==> config.mk <==
export PLATFORM = sky130hd
export DESIGN_NAME = chunk_head_arbiter
export DESIGN_NICKNAME = d
export VERILOG_FILES = /design/src/rtl/chunk_head_arbiter_pkg.sv /design/src/rtl/chunk_head_arbiter_rr_arb2.sv /design/src/rtl/chunk_head_arbiter.sv
export SDC_FILE = /design/constraint.sdc
export NUM_CORES = 1
export LEC_CHECK = 0
export ABC_AREA = 0
export CELL_PAD_IN_SITES_DETAIL_PLACEMENT = 1
export CELL_PAD_IN_SITES_GLOBAL_PLACEMENT = 1
export CORE_MARGIN = 2
export CORE_UTILIZATION = 24
export CTS_CLUSTER_SIZE = 25
export DETAILED_ROUTE_END_ITERATION = 10
export PLACE_DENSITY_LB_ADDON = 0.1
export SLEW_MARGIN = 40
export SYNTH_ARGS = -nofsm -noshare
export SYNTH_HDL_FRONTEND = slang
export SYNTH_HIERARCHICAL = 1
export SYNTH_SLANG_ARGS = --single-unit
==> constraint.sdc <==
create_clock -name clk -period 1.26 [get_ports clk]
set_input_delay 0.252 -clock clk [delete_from_list [all_inputs] [get_ports clk]]
set_output_delay 0.252 -clock clk [all_outputs]
set_load 0.01 [all_outputs]
==> src/rtl/chunk_head_arbiter_pkg.sv <==
// Shared configuration for the chunk-head arbiter: offset geometry, config-table
// size, default per-source credit depth and a small one-hot helper.
package chunk_head_arbiter_pkg;

   localparam int WORK_BW          = 32'd8;
   localparam int VDIM             = 32'd2;
   localparam int N_ICFG           = 32'd6;
   localparam int CHUNK_ARB_CREDIT = 32'd4;

   function automatic logic [1:0] onehot2(input logic sel);
      return sel ? 2'b10 : 2'b01;
   endfunction

endpackage

==> src/rtl/chunk_head_arbiter_rr_arb2.sv <==
// Two-way round-robin pick. The winner is combinational; the "last granted"
// pointer only advances on a load, so a stalled output never moves it.
module chunk_head_arbiter_rr_arb2 (
   input  logic       clk,
   input  logic       rst,
   input  logic [1:0] elig,
   input  logic       load,
   output logic       winner,
   output logic       any
);

   logic last_r;

   // Winner select: a lone eligible source wins, a tie goes away from last_r
   always_comb begin
      winner = 1'b0;
      case (elig)
         2'b01:   winner = 1'b0;
         2'b10:   winner = 1'b1;
         2'b11:   winner = ~last_r;
         default: winner = 1'b0;
      endcase
   end

   assign any = |elig;

   // Last-grant pointer; resets to 1 so source 0 wins the first tie
   always_ff @(posedge clk or negedge rst) begin
      if (!rst) begin
         last_r <= 1'b1;
      end else if (load) begin
         last_r <= winner;
      end
   end

endmodule

==> src/rtl/chunk_head_arbiter.sv <==
// Two-source round-robin issue stage feeding the DMA chunk-head generator.
// Define CHUNK_ARB_CREDIT_EN to enable per-source outstanding-job credits.
module chunk_head_arbiter #(
   parameter  int WBW     = chunk_head_arbiter_pkg::WORK_BW,
   parameter  int VDIM    = chunk_head_arbiter_pkg::VDIM,
   parameter  int N_ICFG  = chunk_head_arbiter_pkg::N_ICFG,
   parameter  int CREDIT  = chunk_head_arbiter_pkg::CHUNK_ARB_CREDIT,
   localparam int ICFG_BW = $clog2(N_ICFG + 1),
   localparam int CNT_BW  = $clog2(CREDIT + 1)
) (
   input  logic                                clk,
   input  logic                                rst,
   input  logic [1:0]                          i_abofs_rdy,
   output logic [1:0]                          i_abofs_ack,
   input  logic [1:0][VDIM-1:0][WBW-1:0]       i_bofs,
   input  logic [1:0][VDIM-1:0][WBW-1:0]       i_aofs,
   input  logic [1:0][ICFG_BW-1:0]             i_beg,
   input  logic [1:0][ICFG_BW-1:0]             i_end,
   input  logic                                i_done_dval,
   input  logic                                i_done_which,
   output logic                                o_abofs_rdy,
   input  logic                                o_abofs_ack,
   output logic                                o_which,
   output logic [VDIM-1:0][WBW-1:0]            o_bofs,
   output logic [VDIM-1:0][WBW-1:0]            o_aofs,
   output logic [ICFG_BW-1:0]                  o_beg,
   output logic [ICFG_BW-1:0]                  o_end,
   output logic                                o_busy
);
   import chunk_head_arbiter_pkg::*;

   logic [1:0] elig_s;
   logic       winner_s;
   logic       any_s;
   logic       load_s;

   assign load_s      = (!o_abofs_rdy || o_abofs_ack) && any_s;
   assign i_abofs_ack = load_s ? onehot2(winner_s) : 2'b00;

   chunk_head_arbiter_rr_arb2 u_rr (
      .clk    (clk),
      .rst    (rst),
      .elig   (elig_s),
      .load   (load_s),
      .winner (winner_s),
      .any    (any_s)
   );

`ifdef CHUNK_ARB_CREDIT_EN
   logic [1:0][CNT_BW-1:0] cnt_r;
   logic [1:0]             done_s;

   assign done_s = i_done_dval ? onehot2(i_done_which) : 2'b00;

   // Eligibility looks at the registered count only, so a done frees its credit next cycle
   always_comb begin
      elig_s = 2'b00;
      for (int s = 0; s < 2; s++) begin
         elig_s[s] = i_abofs_rdy[s] && (cnt_r[s] < CNT_BW'(CREDIT));
      end
   end

   // Credit counters: grant+done cancel, and a done against zero is dropped
   always_ff @(posedge clk or negedge rst) begin
      if (!rst) begin
         cnt_r <= '0;
      end else begin
         for (int s = 0; s < 2; s++) begin
            if (i_abofs_ack[s] && !done_s[s]) begin
               cnt_r[s] <= cnt_r[s] + CNT_BW'(1);
            end else if (!i_abofs_ack[s] && done_s[s] && (cnt_r[s] != '0)) begin
               cnt_r[s] <= cnt_r[s] - CNT_BW'(1);
            end
         end
      end
   end

   assign o_busy = o_abofs_rdy || (cnt_r[0] != '0) || (cnt_r[1] != '0);
`else
   logic unused_done_s;
   localparam int UNUSED_CREDIT_W = CREDIT + CNT_BW;

   assign elig_s        = i_abofs_rdy;
   assign unused_done_s = i_done_dval ^ i_done_which;
   assign o_busy        = o_abofs_rdy;
`endif

   // Output slot: refills on the same edge it is drained, giving one job per cycle
   always_ff @(posedge clk or negedge rst) begin
      if (!rst) begin
         o_abofs_rdy <= 1'b0;
         o_which     <= 1'b0;
         o_bofs      <= '0;
         o_aofs      <= '0;
         o_beg       <= '0;
         o_end       <= '0;
      end else if (load_s) begin
         o_abofs_rdy <= 1'b1;
         o_which     <= winner_s;
         o_bofs      <= i_bofs[winner_s];
         o_aofs      <= i_aofs[winner_s];
         o_beg       <= i_beg[winner_s];
         o_end       <= i_end[winner_s];
      end else if (o_abofs_ack) begin
         o_abofs_rdy <= 1'b0;
      end
   end

endmodule
==> results.json, run 1 <==
{
  "status": "complete, but fails checks",
  "failed_checks": "setup timing",
  "place_ws_ns": -0.714,
  "hold_class": "in -> async",
  "fmax_ghz": 0.660,
  "p_sw_mw": 1.20,
  "p_int_mw": 2.73,
  "drive_above_1_share_pct": 21.5,
  "grt_max_degree": 42,
  "portBuffers": 123,
  "maxCapViolations": 0,
  "pin_count": 126,
  "yosysWarnings": 6,
  "wl_per_cell_um": 16.5,
  "synth_edf_count": 0,
  "antenna_found_initial": 0,
  "clkLatencyLatePin_ns": 0.29,
  "row_count": 33,
  "mostFrequentLayoutCells": "77 x clkdlybuf4s50_1, 64 x a21oi_1, 40 x dfrtp_1, 29 x dlygate4sd2_1, 26 x mux2i_1",
  "diodes": 0,
  "cp.required_ns": 1.48,
  "synth_cell_types": 19,
  "grt_pass1_wl_mm": 10.1,
  "worstMarginPinSlew_ns": 0.324,
  "syn_area_um2": 2030,
  "hpwl_mm": 4.59,
  "cts_tree": "yes",
  "drt_iter0_drc": 40,
  "clkTransAtPathRegs_ns": 0.08,
  "p_seq_share_pct": 41.5,
  "slowest_stage": "dfstp_2",
  "skew_ns": 0.00672,
  "max_stage_delay_ns": 0.57,
  "via_per_inst": 4.61,
  "vias": 1963,
  "dieArea_um2": 9220,
  "synthArstFlopShare_pct": 100,
  "met3_length_um": 630,
  "cp-end-kind": "flop",
  "leakage_nw": 1.53,
  "p_sw_share_pct": 30.5,
  "numCtsBuffers": 5,
  "power_density_nw_per_um2": 1050,
  "ys.flop_type": "dfrtp_1",
  "final_common_cell": "clkdlybuf4s50_1",
  "grt_pass1_vias": 2025,
  "setup_violations": 41,
  "critPathMaxFanout": 8,
  "synthTopCellsByArea": "dfrtp_1 49%, mux2i_1 19%, a21oi_1 16%",
  "timing.final.ws_setup_ns": -0.255,
  "fin_nets": 403,
  "final-hold-violation-count": 0,
  "areaGrowthSynthToFinish_pct": 84.5,
  "wl_met2_mm": 3.42,
  "setup_tns_ns": -9.02,
  "irDropWorstVdd_uv": 456,
  "track_usage_pct": 14.4,
  "crit_chain": "a21boi_4 > buf_6 > buf_4 > buf_12 > mux2i_4 > a21oi_1",
  "period_needed_ns": 1.51,
  "yosys.area.top_type_share_pct": 49.2,
  "ys_seq_area_share_pct": 50.5,
  "h-tree-depth": 2,
  "cts-root-buf": "clkbuf_8",
  "final_max_slew_viol_count": 0,
  "clock_sinks": 41,
  "grt_overflow": 0,
  "rsz0062_at_grt": "true",
  "critPathLaunchType": "flop",
  "path_class": "reg -> reg",
  "die_w_um": 96.0,
  "clock_power_share_pct": 21.2,
  "syn_nets": 266,
  "relSlewSlack_pct": 78.4,
  "core_um2": 8220,
  "arrival_ns": 1.73,
  "start_util_pct": 24.7,
  "min_period_over_period_pct": 120,
  "netlist_instances": 183,
  "gp_congestion": 0.681,
  "drcViolationCount": 0,
  "synth_top_area_cell": "dfrtp_1",
  "ys_seq_elements": 41,
  "drt_first_pass_iters": 3,
  "drt_wl_total_mm": 7.05,
  "p_comb_share_pct": 37.3,
  "clockBufferDepth": 2,
  "route.top_layer_used": "met4",
  "postRouteAntennaNets": 0,
  "drt-met1-wl_mm": 2.94,
  "fill_cells": 904,
  "syn_area_per_cell_um2": 11.1,
  "die_h_um": 96.0
}
==> layout make-up <==
class	count	area (um^2)	share of cell area [%]
repair buffers	148	1490	39.6
inverters	1	3.75	0.100
flip-flops and latches	41	1030	27.4
well taps	105	131	3.50
clock inverters	2	10.0	0.267
clock buffers	6	72.6	1.93
multi-input cells	123	1020	27.2
==> routing by layer <==
metal,vias to the layer above,track usage [%]
li1,928,-
met1,955,17.2
met2,75,24.4
met3,5,5.56
met4,0,3.21
met5,-,0
==> final timing paths <==
check / start / to / slack [ns] / cells after the start
worst max-delay path: u_rr/last_r / o_bofs[7] / -0.25 / 6
min in group clk: o_which / o_which / 0.49 / 1
worst max register to register: u_rr/last_r / o_bofs[7] / -0.25 / 6
worst min-delay path: rst / o_bofs[13] / 0.45 / 3
max in group asynchronous: rst / u_rr/last_r / 0.54 / 3
worst min register to register: o_which / o_which / 0.49 / 1
==> per-stage QoR <==
step	total power [mW]	std cells	utilization, %	hold WS (ns)	area (um^2)
2_1_floorplan	2.23	183	-	-0.0436	2050
3_3_place_gp	3.04	405	41.4	0.248	3400
3_5_place_dp	3.06	405	41.4	0.244	3400
4_1_cts	3.82	418	43.0	0.466	3530
5_1_grt	4.18	426	45.7	0.507	3750
6_report	3.93	426	45.7	0.451	3750
==> worst max-delay path, delay by kind of cell, from the launching register on <==
| kind | cells | cell delay (ns) |
|---|---|---|
| buffers and inverters | 3 | 0.48 |
| muxes | 1 | 0.19 |
| AOI/OAI and AO/OA | 2 | 0.19 |
| DFF | 1 | 0.57 |
==> cell families after synthesis <==
kind of cell    count (synthesis)  share of synthesized area [%]
simple gates                    6                           2.09
buf+inv                        19                           6.46
flops                          41                           50.5
mux                            39                           19.4
compound gates                 78                           21.5
==> what timing repair did <==
item | 4_1_cts | 5_1_grt
hold buffers | 1 | 0
pin swaps | 4 | 3
endpoints found under the setup margin | 82 | 56
gates resized for setup | 77 | 26
hold endpoints to repair | 40 | 0
buffers inserted | 4 | 4
cloned | 0 | 4
==> registers in the layout (all words and copies together), names as in the netlist <==
register,cells
o_abofs_rdy,1
o_which,1
u_rr/last_r,1
o_end,3
o_beg,3
o_aofs,16
o_bofs,16
==> power groups by stage <==
stage               Combinational [mW]  Sequential, mW  Clock (mW)
finish                            1.47            1.63       0.831
global route                      1.59            1.66       0.933
CTS                               1.32            1.63       0.867
detailed placement                1.40            1.66           0
global placement                  1.38            1.66           0
floorplan                        0.478            1.75           0
==> synth_stat cells, drive strengths merged, types with 2 or more instances <==
cell    number
a21oi       76
dfrtp       40
buf         16
clkbuf       2
nand2b       2
mux2i       38
Power figures use the tool's default switching activity.
==> inputs of run 2 (changes only) <==
--- a/config.mk
+++ b/config.mk
@@ -12,6 +12,7 @@
 export CORE_UTILIZATION = 24
 export CTS_CLUSTER_SIZE = 25
 export DETAILED_ROUTE_END_ITERATION = 10
+export GPL_TIMING_DRIVEN = 0
 export PLACE_DENSITY_LB_ADDON = 0.1
 export SLEW_MARGIN = 40
 export SYNTH_ARGS = -nofsm -noshare
==> run 2 against run 1 <==
Effect of this change: the run still ends with setup timing left; core utilization is 0.65 points higher; clock skew shrank 0.0028 ns; clock power up 2%; sequential power barely moved; cell count up 1.9%; first-iteration DRC count down 73%; die area did not move; wire length fell by 5.1%; setup slack got worse by 0.14 ns; critical endpoint is now i_abofs_ack[1].
==> results.json, run 2 (synthesized netlist as in run 1, its figures left out) <==
{
  "status": "complete, but fails checks",
  "failed_checks": "setup timing",
  "clkLatencyLatePin_ns": 0.29,
  "h-tree-depth": 2,
  "final_max_slew_viol_count": 0,
  "numCtsBuffers": 5,
  "dp.cells": 412,
  "critPathLaunchType": "flop",
  "drt_iter0_drc": 11,
  "drive_above_1_share_pct": 21.9,
  "hold_class": "in -> async",
  "grt_pass1_wl_mm": 9.81,
  "rsz0062_at_grt": "true",
  "track_usage_pct": 13.8,
  "final-hold-violation-count": 0,
  "skew_ns": 0.00389,
  "final_common_cell": "clkdlybuf4s50_1",
  "antenna_found_initial": 0,
  "die_h_um": 96.0,
  "row_count": 33,
  "timing.final.ws_setup_ns": -0.393,
  "postRouteAntennaNets": 0,
  "crit_chain": "a21boi_2 > buf_6 > buf_12 > and3_4 > buf_6",
  "period_needed_ns": 1.65,
  "reg.largest.list": "o_aofs (16), o_bofs (16)",
  "die_w_um": 96.0,
  "clock_sinks": 41,
  "core_um2": 8220,
  "arrival_ns": 1.40,
  "diodes": 0,
  "clock_power_share_pct": 21.5,
  "critical_path.most_common_cell": "buf_6",
  "grt_overflow": 0,
  "min_period_over_period_pct": 131,
  "p_sw_share_pct": 29.9,
  "via_per_inst": 4.52,
  "final_cells": 434,
  "irDropWorstVdd_uv": 457,
  "areaGrowthSynthToFinish_pct": 87.1,
  "drt_wl_total_mm": 6.69,
  "p_comb_share_pct": 37.4,
  "setup_violations": 33,
  "cts-root-buf": "clkbuf_8",
  "drcViolationCount": 0,
  "place_ws_ns": -1.01,
  "fmax_ghz": 0.605,
  "cts_tree": "yes",
  "cp-end-kind": "output port",
  "dieArea_um2": 9220,
  "pin_count": 126,
  "p_sw_mw": 1.18,
  "slowest_stage": "dfstp_2",
  "vias": 1963,
  "mostFrequentLayoutCells": "77 x clkdlybuf4s50_1, 65 x a21oi_1, 40 x dfrtp_1, 33 x dlygate4sd2_1, 27 x mux2i_1",
  "p_seq_share_pct": 41.1,
  "portBuffers": 123,
  "leakage_nw": 1.58,
  "relSlewSlack_pct": 66.2,
  "cp.required_ns": 1.01,
  "maxCapViolations": 0,
  "p_int_mw": 2.76,
  "path_class": "reg -> out",
  "clkTransAtPathRegs_ns": 0.08,
  "start_util_pct": 24.7,
  "hpwl_mm": 4.65,
  "fin_nets": 411,
  "drt_first_pass_iters": 4,
  "worstMarginPinSlew_ns": 0.508,
  "clockBufferDepth": 2,
  "grt_max_degree": 41,
  "wl_per_cell_um": 15.4,
  "critPathMaxFanout": 4,
  "grt_pass1_vias": 1948,
  "max_stage_delay_ns": 0.54,
  "power_density_nw_per_um2": 1040,
  "gp_congestion": 0.665
}
## run 2: changes by cell type in the layout (fill, tap and decap cells not counted), moves of 3 or more
cell and change:
clkdlybuf4s15_1 -5, dlygate4sd2_1 +4, buf_12 +3, buf_6 +3, clkbuf_1 +3, mux2i_4 -3
## run 2: stage by stage
stage           TNS, ns  utilization, %  area, um^2  hold slack [ns]  total power [mW]
3_3_place_gp     -71.63            41.5        3410            0.465              3.04
6_report          -4.88            46.3        3800            0.298              3.94
4_1_cts           -6.28            43.9        3600            0.268              3.89
5_1_grt           -7.47            46.3        3800            0.279              4.19
2_1_floorplan  -0.00225               -        2050          -0.0436              2.23
3_5_place_dp     -21.27            41.7        3430           0.0462              3.07
## run 2: power groups by stage
stage,combinational (mW),clock (mW),sequential (mW)
floorplan,0.478,0,1.75
finish,1.47,0.846,1.62
detailed placement,1.41,0,1.66
global placement,1.39,0,1.65
CTS,1.37,0.900,1.62
global route,1.60,0.941,1.65
## run 2: repair_timing
item | in CTS | in global routing
hold buffers | 1 | 0
endpoints found under the setup margin | 83 | 51
hold endpoints to repair | 40 | 0
pin swaps | 11 | 8
resized for setup | 80 | 31
gates cloned | 1 | 1
buffers inserted | 8 | 8
## run 2: cell type report
cell class,count,area (um^2)
Sequential cell,41,1030
Fill cell,899,4410
Buffer,15,166
Timing Repair Buffer,141,1420
Multi-Input combinational cell,123,978
Clock buffer,8,80.1
Tap cell,105,131
Inverter,1,3.75
## run 2: worst max-delay path: cells and delay by family, from the launching register on
family	cells	cell delay, ns
AO/OA/AOI/OAI	1	0.06
buffers and inverters	3	0.37
flip-flops	1	0.54
AND/OR/NAND/NOR	1	0.14
## run 2: layer usage
metal,routed length (um),vias up,share of wire [%],track usage [%]
li1,-,958,-,-
met1,2900,925,43,17.7
met2,3120,76,47,22.5
met3,627,4,9.4,4.93
met4,38,0,0.57,2.86
met5,0,-,0,0
## run 2: worst paths after layout
path | startpoint | end | slack [ns] | cells past startpoint
max | u_rr/last_r | i_abofs_ack[1] | -0.39 | 5
min | rst | o_bofs[13] | 0.30 | 2
max reg2reg | u_rr/last_r | o_bofs[7] | -0.18 | 6
min reg2reg | o_which | o_which | 0.48 | 1
max in group asynchronous | rst | u_rr/last_r | 0.51 | 3
min in group clk | i_abofs_rdy[0] | u_rr/last_r | 0.45 | 3
==> inputs of run 3 (changes only) <==
--- a/config.mk
+++ b/config.mk
@@ -13,7 +13,7 @@
 export CTS_CLUSTER_SIZE = 25
 export DETAILED_ROUTE_END_ITERATION = 10
 export GPL_TIMING_DRIVEN = 0
-export PLACE_DENSITY_LB_ADDON = 0.1
+export PLACE_DENSITY = 0.81
 export SLEW_MARGIN = 40
 export SYNTH_ARGS = -nofsm -noshare
 export SYNTH_HDL_FRONTEND = slang
==> run 3 against run 2 <==
Effect of this change: the flow still finishes with violations (setup timing); critical path depth decreased by 1; wire length grew 5.2%; fmax increased by 6.4%; register-to-register slack worse by 0.02 ns; worst hold slack improved by 0.18 ns; design area rose by 2.5%; critical path type unchanged; critical endpoint unchanged; highest routed layer unchanged.
==> results.json, run 3 (synthesized netlist as in run 1, its figures left out) <==
{
  "fmax_ghz": 0.644,
  "setup_violations": 41,
  "crit_family": "flip-flops",
  "p_comb_share_pct": 38.3,
  "clkLatencyLatePin_ns": 0.29,
  "startpoint": "u_rr/last_r",
  "irDropWorstVdd_uv": 380,
  "drcViolationCount": 0,
  "grt_use_met3_pct": 4.23,
  "critPathLaunchType": "flop",
  "timing.final.ws_setup_ns": -0.294,
  "critPathMaxFanout": 3,
  "hold_end": "o_which",
  "hold_class": "reg -> reg",
  "use_met1_pct": 18.6,
  "grt_pass1_wl_mm": 10.6,
  "worstMarginPinSlew_ns": 0.525,
  "dieArea_um2": 9220,
  "use_met2_pct": 26.9,
  "min_period_over_period_pct": 123,
  "arrival_ns": 1.30,
  "setup_tns_ns": -6.02,
  "cts_tree": "yes",
  "period_needed_ns": 1.55,
  "p_int_mw": 2.80,
  "h-tree-depth": 2,
  "p_sw_mw": 1.20,
  "final_max_slew_viol_count": 0,
  "clockBufferDepth": 2,
  "clock_power_share_pct": 20.6,
  "areaGrowthSynthToFinish_pct": 91.9,
  "reg.largest.list": "o_aofs (16), o_bofs (16)",
  "grt_overflow": 0,
  "utilization_pct": 47.5,
  "placed_area_um2": 3410,
  "diodes": 0,
  "min_from": "o_which",
  "clock_sinks": 41,
  "maxCapViolations": 0,
  "r2r_start": "u_rr/last_r",
  "via_per_inst": 4.59,
  "cp-end-kind": "output port",
  "drive_above_1_share_pct": 25.0,
  "seq_area_um2": 1030,
  "gp_congestion": 0.629,
  "die_h_um": 96.0,
  "dp.cells": 411,
  "relSlewSlack_pct": 65.0,
  "portBuffers": 123,
  "numCtsBuffers": 5,
  "start_util_pct": 24.7,
  "hpwl_mm": 4.90,
  "final-hold-violation-count": 0,
  "crit_chain": "a21boi_4 > buf_12 > and3_4 > buf_6",
  "rsz0062_at_grt": "true",
  "fin_nets": 414,
  "skew_ns": 0.00597,
  "grt_pass1_vias": 2071,
  "leakage_nw": 1.60,
  "cts-root-buf": "clkbuf_8",
  "cp.depth": 4,
  "row_count": 33,
  "path_class": "reg -> out",
  "fill_cells": 889,
  "drt_wl_total_mm": 7.04,
  "mostFrequentLayoutCells": "77 x clkdlybuf4s50_1, 57 x a21oi_1, 40 x dfrtp_1, 30 x dlygate4sd2_1, 26 x mux2i_1",
  "hold_path_depth": 1,
  "wl_per_cell_um": 16.1,
  "crit_buf_inv": 2,
  "grt_max_degree": 42,
  "die_w_um": 96.0,
  "grt.busiest_layer": "met2",
  "drt_iter0_drc": 25,
  "cp.required_ns": 1.01,
  "pin_count": 126,
  "drt_first_pass_iters": 4,
  "antenna_found_initial": 0,
  "final_common_cell": "clkdlybuf4s50_1",
  "p_sw_share_pct": 30.0,
  "finalInstanceArea_um2": 3900,
  "rr_endpoint": "o_aofs[9]",
  "core_um2": 8220,
  "slowest_stage": "dfstp_2",
  "p_seq_share_pct": 41.0,
  "multi_input_area_um2": 1040,
  "status": "complete, but fails checks",
  "clkTransAtPathRegs_ns": 0.07,
  "track_usage_pct": 15.2,
  "vias": 2007,
  "final_cells": 437,
  "ff2ff_setup_slack_ns": -0.20,
  "max_stage_delay_ns": 0.56,
  "failed_checks": "setup timing",
  "worstRegToRegCells": 6,
  "power_density_nw_per_um2": 1020,
  "postRouteAntennaNets": 0
}
[run 3: changes by cell type in the layout (fill, tap and decap cells not counted), sizes merged]
cell,change
clkdlybuf4s15,+4
buf,+3
dlygate4sd2,-3
bufbuf,+1
clkbuf,-1
dlymetal6s2s,-1
[run 3: worst max-delay path by stage]
stage / endpoint / slack [ns]
floorplan: i_abofs_ack[0] / -0.002
global placement: o_bofs[6] / -1.13
detailed placement: i_abofs_ack[1] / -0.97
CTS: i_abofs_ack[1] / -0.39
global route: i_abofs_ack[1] / -0.34
finish: i_abofs_ack[1] / -0.29
[run 3: routing by layer]
layer  wire, um  share of wire, %
met1       2940                42
met2       3540                50
met3        500               7.1
met4         48              0.68
met5          0                 0
[run 3: metrics by stage]
stage	power (mW)	hold WS [ns]	setup WS, ns
3_5_place_dp	3.06	0.272	-0.974
4_1_cts	4.01	0.488	-0.391
5_1_grt	4.24	0.502	-0.336
2_1_floorplan	2.23	-0.0436	-0.00199
6_report	4.00	0.478	-0.294
3_3_place_gp	3.02	0.462	-1.13
[run 3: worst reg2reg max path: stages (launching register included)]
cell	delay [ns]
dfstp_2	0.39
a21boi_4	0.21
buf_4	0.16
buf_8	0.14
buf_12	0.15
mux2i_2	0.23
a21oi_2	0.07
[run 3: power by group through the flow]
stage / clock (mW) / sequential (mW) / combinational [mW]
finish: 0.825 / 1.64 / 1.53
global route: 0.911 / 1.67 / 1.66
CTS: 0.875 / 1.63 / 1.50
global placement: 0 / 1.65 / 1.37
floorplan: 0 / 1.75 / 0.478
detailed placement: 0 / 1.66 / 1.40
[run 3: layout make-up]
cell class / count / area share (%)
Timing Repair Buffer: 143 / 36.9
Multi-Input combinational cell: 123 / 26.7
Sequential cell: 41 / 26.3
Buffer: 16 / 4.55
Tap cell: 105 / 3.37
Clock buffer: 8 / 2.05
Inverter: 1 / 0.160
[run 3: timing repair]
item	CTS	global route
endpoints found under the setup margin	83	54
gates resized for setup	104	26
cloned	3	0
hold buffers	1	0
buffers inserted	13	4
hold endpoints to repair	40	0
pin swaps	24	3
